===== config.mk =====
export PLATFORM = sky130hd
export DESIGN_NAME = exposure_timer
export DESIGN_NICKNAME = d
export VERILOG_FILES = /design/src/rtl/exposure_timer.sv
export SDC_FILE = /design/constraint.sdc
export NUM_CORES = 1
export LEC_CHECK = 0
export BUFFER_PORTS_ARGS = -buffer_cell sky130_fd_sc_hd__buf_2
export CORE_ASPECT_RATIO = 0.7
export CORE_MARGIN = 5
export CORE_UTILIZATION = 51
export DETAILED_ROUTE_END_ITERATION = 8
export PLACE_DENSITY = 0.75
export SYNTH_ARGS = -nofsm -noshare
export SYNTH_HDL_FRONTEND = slang
export SYNTH_SLANG_ARGS = --single-unit

===== constraint.sdc =====
create_clock -name clk -period 2 [get_ports clk]
set_clock_uncertainty 0.15 [all_clocks]
set_input_delay 0.4 -clock clk [delete_from_list [all_inputs] [get_ports clk]]
set_output_delay 0.4 -clock clk [all_outputs]
set_load 0.01 [all_outputs]

===== src/rtl/exposure_timer.sv =====
// Exposure-time register with button handling, exposure overflow (ovf5) and
// row-read slot overflow (ovf4) generation for the capture sequencer.
module exposure_timer #(
    parameter int EXP_W        = 5,
    parameter int EXP_MIN      = 2,
    parameter int EXP_MAX      = 30,
    parameter int EXP_DEFAULT  = 15,
    parameter int TICKS_PER_MS = 1,
    parameter int READ_LEN     = 4
) (
    input  logic             clk,
    input  logic             reset,
    input  logic             exp_increase,
    input  logic             exp_decrease,
    input  logic             start_count,
    input  logic             count_read,
    output logic             ovf5,
    output logic             ovf4,
    output logic [EXP_W-1:0] exp_time,
    output logic             busy
);

    // state   | meaning
    // E_IDLE  | waiting for start_count, counters held at 0
    // E_COUNT | counting ms up to the latched exposure time
    // E_DONE  | exposure elapsed, ovf5 held while start_count stays high
    typedef enum logic [1:0] {E_IDLE, E_COUNT, E_DONE} e_state_t;

    localparam int TICK_W = (TICKS_PER_MS > 1) ? $clog2(TICKS_PER_MS) : 1;
    localparam int RD_W   = $clog2(READ_LEN);

    localparam logic [EXP_W-1:0]  EXP_MIN_V  = EXP_W'(EXP_MIN);
    localparam logic [EXP_W-1:0]  EXP_MAX_V  = EXP_W'(EXP_MAX);
    localparam logic [EXP_W-1:0]  EXP_DEF_V  = EXP_W'(EXP_DEFAULT);
    localparam logic [TICK_W-1:0] TICK_LAST  = TICK_W'(TICKS_PER_MS - 1);
    localparam logic [RD_W-1:0]   RD_LAST    = RD_W'(READ_LEN - 1);

    e_state_t          state_q, state_d;
    logic [TICK_W-1:0] tick_cnt_q, tick_cnt_d;
    logic [EXP_W-1:0]  ms_cnt_q, ms_cnt_d;
    logic [EXP_W-1:0]  exp_lat_q, exp_lat_d;
    logic [EXP_W-1:0]  exp_time_q, exp_time_d;
    logic [RD_W-1:0]   rd_cnt_q, rd_cnt_d;
    logic              ovf5_q, ovf5_d;
    logic              ovf4_q, ovf4_d;
    logic              busy_q, busy_d;
    logic              inc_prev_q, inc_prev_d;
    logic              dec_prev_q, dec_prev_d;

    logic             inc_edge, dec_edge;
    logic             tick_wrap, ms_done, rd_last;
    logic [EXP_W-1:0] ms_inc;

    assign inc_edge  = exp_increase & ~inc_prev_q;
    assign dec_edge  = exp_decrease & ~dec_prev_q;
    assign tick_wrap = (tick_cnt_q == TICK_LAST);
    assign ms_inc    = ms_cnt_q + EXP_W'(1);
    assign ms_done   = tick_wrap && (ms_inc == exp_lat_q);
    assign rd_last   = (rd_cnt_q == RD_LAST);

    always_ff @(posedge clk or posedge reset) begin
        if (reset) begin
            state_q    <= E_IDLE;
            tick_cnt_q <= '0;
            ms_cnt_q   <= '0;
            exp_lat_q  <= '0;
            exp_time_q <= EXP_DEF_V;
            rd_cnt_q   <= '0;
            ovf5_q     <= 1'b0;
            ovf4_q     <= 1'b0;
            busy_q     <= 1'b0;
            inc_prev_q <= 1'b0;
            dec_prev_q <= 1'b0;
        end else begin
            state_q    <= state_d;
            tick_cnt_q <= tick_cnt_d;
            ms_cnt_q   <= ms_cnt_d;
            exp_lat_q  <= exp_lat_d;
            exp_time_q <= exp_time_d;
            rd_cnt_q   <= rd_cnt_d;
            ovf5_q     <= ovf5_d;
            ovf4_q     <= ovf4_d;
            busy_q     <= busy_d;
            inc_prev_q <= inc_prev_d;
            dec_prev_q <= dec_prev_d;
        end
    end

    always_comb begin
        state_d = state_q;
        if (!start_count) begin
            state_d = E_IDLE;
        end else begin
            case (state_q)
                E_IDLE:  state_d = E_COUNT;
                E_COUNT: if (ms_done) state_d = E_DONE;
                E_DONE:  state_d = E_DONE;
                default: state_d = E_IDLE;
            endcase
        end
    end

    // Exposure counters; dropping start_count from any state clears everything.
    always_comb begin
        tick_cnt_d = '0;
        ms_cnt_d   = '0;
        exp_lat_d  = exp_lat_q;
        ovf5_d     = 1'b0;
        if (start_count) begin
            case (state_q)
                E_IDLE: exp_lat_d = exp_time_q;
                E_COUNT: begin
                    tick_cnt_d = tick_wrap ? '0 : tick_cnt_q + TICK_W'(1);
                    ms_cnt_d   = tick_wrap ? ms_inc : ms_cnt_q;
                    ovf5_d     = ms_done;
                end
                E_DONE:  ovf5_d = 1'b1;
                default: ovf5_d = 1'b0;
            endcase
        end
    end

    // Read slot counter wraps on its last count so back-to-back slots have no gap.
    always_comb begin
        rd_cnt_d = '0;
        ovf4_d   = 1'b0;
        if (count_read) begin
            rd_cnt_d = rd_last ? '0 : rd_cnt_q + RD_W'(1);
            ovf4_d   = rd_last;
        end
    end

    always_comb begin
        busy_d     = start_count | count_read;
        inc_prev_d = exp_increase;
        dec_prev_d = exp_decrease;
        exp_time_d = exp_time_q;
        if (!busy_q) begin
            if (inc_edge && !dec_edge) begin
                exp_time_d = (exp_time_q >= EXP_MAX_V) ? EXP_MAX_V : exp_time_q + EXP_W'(1);
            end else if (dec_edge && !inc_edge) begin
                exp_time_d = (exp_time_q <= EXP_MIN_V) ? EXP_MIN_V : exp_time_q - EXP_W'(1);
            end
        end
    end

    assign ovf5     = ovf5_q;
    assign ovf4     = ovf4_q;
    assign exp_time = exp_time_q;
    assign busy     = busy_q;

endmodule


== Word level (Yosys, flattened, before mapping) ==
Index checks and enable logic that the tools add are counted.
Operators by class
  $add $sub $neg: 5
  order comparisons: 2
  equal/unequal tests: 6
  mux-type cells: 18
  bitwise operators: 7
  reduce and logical (&&, ||, !) cells: 9
Operators by type and width (number)
  5-bit 2-to-1 mux: 7
  5-bit by 1-bit adder with 5-bit output (second input constant): 2
  2-bit 2-to-1 mux: 4
  3-bit inequality test (second input constant): 2
  2-bit one-hot mux with 3 select lines: 1
  5-bit equality test: 1
  5-bit >= comparator (second input constant): 1
  5-bit by 2-bit <= comparator with 1-bit output (second input constant): 1
  1-bit 2-to-1 mux: 5
  5-bit by 1-bit subtractor with 5-bit output (second input constant): 1
  2-bit equality test (second input constant): 2
  1-bit NOT: 4
  2-bit AND reduction: 2
  1-bit logical AND: 3
  2-bit by 1-bit adder with 2-bit output (second input constant): 1
  1-bit bitwise AND: 2
  2-bit by 1-bit equality test with 1-bit output (second input constant): 1
  1-bit logical NOT: 2
  2-bit logical NOT: 1
  1-bit one-hot mux with 2 select lines: 1
  2-bit nonzero test: 1
  1-bit adder (second input constant): 1
  1-bit bitwise OR: 1
Word-level totals
  bits in registers: 25
  bits of input ports: 6
  output and inout port bits: 8
  word-level logic and storage cells: 58

== Longest topological paths before layout ==
  depth after elaboration: 6
  depth in mapped cells: 7
  gate-level depth less buffers: 6

== Worst setup path after synthesis ==
OpenSTA, ideal clock, no wires.
  kind: input to register
  start: input exp_increase
  end: register exp_time_q[0], in the netlist exp_time[0]
  setup time: 0.060 ns
  arrival: 1.733 ns
  required time: 1.790 ns
  setup slack: 0.057 ns
  stages: 6
  cells stage by stage: nor2b_1 -> ha_1 -> or2_2 -> clkbuf_1 -> a2111oi_0 -> a21o_1
On the way
  longest elaborated chain between the ends: 5
RTL lines
  from (decl): line 13  | input logic exp_increase,
  1-bit bitwise AND (*): line 54  | assign inc_edge = exp_increase & ~inc_prev_q;
  1-bit logical NOT: line 141  | end else if (dec_edge && !inc_edge) begin
  1-bit logical AND: line 141
  2-bit nonzero test (no line)
  2-bit AND reduction (no line)
  to (signal assigned): line 79  | exp_time_q <= exp_time_d;
  to (decl): line 42  | logic [EXP_W-1:0] exp_time_q, exp_time_d;
Every way passes the cells marked *; elsewhere a longest branch is shown, timed or not.
A chain may end at the register's enable or synchronous reset.

== Worst setup path after layout ==
  start: register ms_cnt_q[0]
  end: register state_q[0]
On the way
  longest elaborated chain between the ends: 4
RTL lines
  from (decl): line 40  | logic [EXP_W-1:0] ms_cnt_q, ms_cnt_d;
  from (signal assigned): line 77  | ms_cnt_q <= ms_cnt_d;
  5-bit by 1-bit adder with 5-bit output: line 57  | assign ms_inc = ms_cnt_q + EXP_W'(1);
  5-bit equality test: line 58  | assign ms_done = tick_wrap && (ms_inc == exp_lat_q);
  1-bit logical AND: line 58
  3-bit inequality test (no line)
  to (signal assigned): line 75  | state_q <= state_d;
  to (decl): line 38  | e_state_t state_q, state_d;
No other way between the ends.

==> run summary <==
drt total wl = 2.71 mm
Max VDD drop = 0.000658 V
largest net degree at the start of global routing = 25
share of the synthesized area in the top cell type = 0.374
Crit path max-delay family = XOR/XNOR gates
Mapped Cells = 126
leakage = 0.717 nW
clock-pin slew on the worst setup and hold paths = 80 ps
Sink Count = 24
Post-DP Area = 0.00148 sq mm
setup_tns = 0 ps
GRT Overall Usage = 0.160
FF-to-FF setup slack = 110 ps
CTS H-tree depth = 1
Post-route DRC = 0
PD cells = 1280 mW/mm^2
DRT iter0 DRCs = 52
Power Total = 1.98 mW
Crit-path slowest cell = xnor3_1
Clock Path Buffers = 2
Diodes inserted = 0
Tmin final = 1890 ps
Hold Violations, Final = 0
row cnt = 15
Mapped Area = 0.00134 sq mm
unrepaired setup endpoints after global routing = no
Slew HR = 0.725
CORE AREA = 0.00250 sq mm
main area contributors after synthesis = dfrtp_1 (37%), ha_1 (8.4%), dfstp_2 (7.9%), o21ai_0 (3.0%), xnor2_1 (2.6%)
Setup crit end kind = flip-flop
Min Hold Slack = 9.80 ps
outcome = finished, final reports clean
fin area = 0.00155 sq mm
register area share after synthesis = 0.452
dpl cells = 175
CP peak stage delay = 400 ps
layout cells sized above 1 = 0.269
final core utilization = 0.620
WP data arrival = 1910 ps
GP Congestion = 0.965
post-route ant nets = 0
number of global-route vias before repair = 1063
global route overflow = 0
final non-filler cell total = 179
crit-path cells = ha_1 > xnor3_1 > nand3_2 > or2_1 > o311ai_2
post-synthesis cell type count = 43
CP Class = flip-flop to flip-flop
setup violators final = 0
Post-CTS Hold Fix Bufs = 0
first-pass GRT wire length = 4.64 mm
Final Max Tran Viols = 0
synth-to-layout area growth = 15.5%
post-route clock period utilization = 0.946
I/O pins = 14
Startpoint Class = flip-flop
CTS tree = yes
die width = 71.2 um
antenna violations before repair = 0
max_cap viols = 0
effective utilization at floorplan = 0.536
TritonCTS buffer count = 3
fmax = 0.528 GHz
Nets = 161
Worst Path Required = 2020 ps
clock root cell = clkbuf_8
Least-Margin Pin Slew = 412 ps
syn_area_per_cell = 10.6 sq um
DP HPWL = 1.95 mm
post-DR wirelength/cell = 15.1 um
post-synthesis cell type with the largest combined area = dfrtp_1
Worst Hold Class = primary input to async pin
syn_nets = 141
Port Buffer Count = 13
vias per inst = 5.79
CP Max Fanout = 4
pre-CTS WS = -87.3 ps
clk_lat worst skew = 260 ps
Die Ht = 52.9 um
flops & latches, synth = 24
die area = 0.00377 sq mm
Ys Warns = 0
Final WS setup = 107 ps
via count = 1036
buffer and inverter count on the worst path = 0
Detailed Routing Iterations Pass 1 = 4
==> repair_timing <==
action,CTS,global route
endpoints found under the setup margin,0,2
setup buffers,0,0
resized for setup,0,3
==> sequential cells by signal, indices dropped and copies added, names as in the netlist <==
signal and count:
ms_cnt_q 5, state_q 2, exp_time 5, busy 1, dec_prev_q 1, exp_lat_q 5, rd_cnt_q 2, inc_prev_q 1
ovf4 1, ovf5 1
==> cells in the mapped netlist, drive strengths merged <==
cell type   n
a2111oi     2
a21o        1
a21oi       5
a22oi       1
a311oi      1
a31oi       2
a32oi       3
and2        2
and3        5
and4        1
buf         2
clkbuf      3
dfrtp      20
dfstp       4
ha          9
inv         7
mux2        3
nand2       7
nand2b      2
nand3       2
nand4       1
nor2        8
nor2b       1
nor3        2
nor3b       1
nor4        1
o2111ai     1
o21a        1
o21ai       8
o21ba       1
o311ai      3
o31a        1
o31ai       1
or2         3
or3         2
xnor2       4
xnor3       1
xor2        3
xor3        1
==> final timing paths <==
| kind | startpoint | endpoint | cells past startpoint |
|---|---|---|---|
| setup reg to reg | ms_cnt_q[0] | state_q[0] | 5 |
| hold / removal | reset | state_q[1] | 3 |
| hold reg to reg | rd_cnt_q[0] | rd_cnt_q[0] | 1 |
| setup / recovery | ms_cnt_q[0] | state_q[0] | 5 |
| min in group clk | exp_decrease | dec_prev_q | 1 |
| max in group asynchronous | reset | exp_time[2] | 3 |
==> cells by family after synthesis <==
kind of cell,count (synthesis),synth area share
AOI/OAI and AO/OA,31,0.170
xor gates and xnor gates,9,0.0804
adders and majority gates,9,0.0841
buffers and inverters,12,0.0355
DFF,24,0.452
muxes,3,0.0252
and+or+nand+nor,38,0.152
==> final cells by class <==
| cell class | instances | area [sq um] |
|---|---|---|
| Clock buffer | 4 | 55.1 |
| Multi-Input combinational cell | 90 | 699 |
| Timing Repair Buffer | 20 | 118 |
| Tap cell | 34 | 42.5 |
| Fill cell | 198 | 950 |
| Inverter | 7 | 26.3 |
| Sequential cell | 24 | 606 |
==> report_power, final <==
| part | total (mW) | switching (mW) | internal, mW |
|---|---|---|---|
| clock | 0.319 | 0.144 | 0.175 |
| sequential | 0.823 | 0.181 | 0.642 |
| combinational | 0.839 | 0.449 | 0.389 |
| total | 1.98 | 0.774 | 1.21 |
==> worst reg2reg max path, cell delays in order, from the launching register on <==
cell	delay, ps
dfrtp_1	380
ha_1	250
xnor3_1	410
nand3_2	100
or2_1	260
o311ai_2	250
==> layout by cell type, fill, tap and decap left out, types with 2 or more instances in the layout <==
cell,count
a32oi_1,3
xnor2_1,4
or3_1,2
clkbuf_8,4
o311ai_2,2
and3_1,4
and2_1,2
a21oi_1,5
dfstp_2,4
nor2_1,8
buf_4,7
buf_2,13
dfrtp_1,20
a31oi_1,2
inv_1,7
or2_2,2
xor2_1,3
mux2_2,3
nand2_1,7
ha_1,9
o21ai_0,8
nor3_1,2
nand2b_1,2
==> per-layer routing <==
| metal | vias to the layer above | routed length (um) | track usage |
|---|---|---|---|
| met3 | 7 | 145 | 0.0398 |
| met4 | 0 | 42 | 0.0469 |
| met5 | - | 0 | 0 |
| li1 | 495 | - | - |
| met1 | 501 | 1240 | 0.205 |
| met2 | 33 | 1280 | 0.268 |
Note: power is estimated with default switching activity, not from simulation.
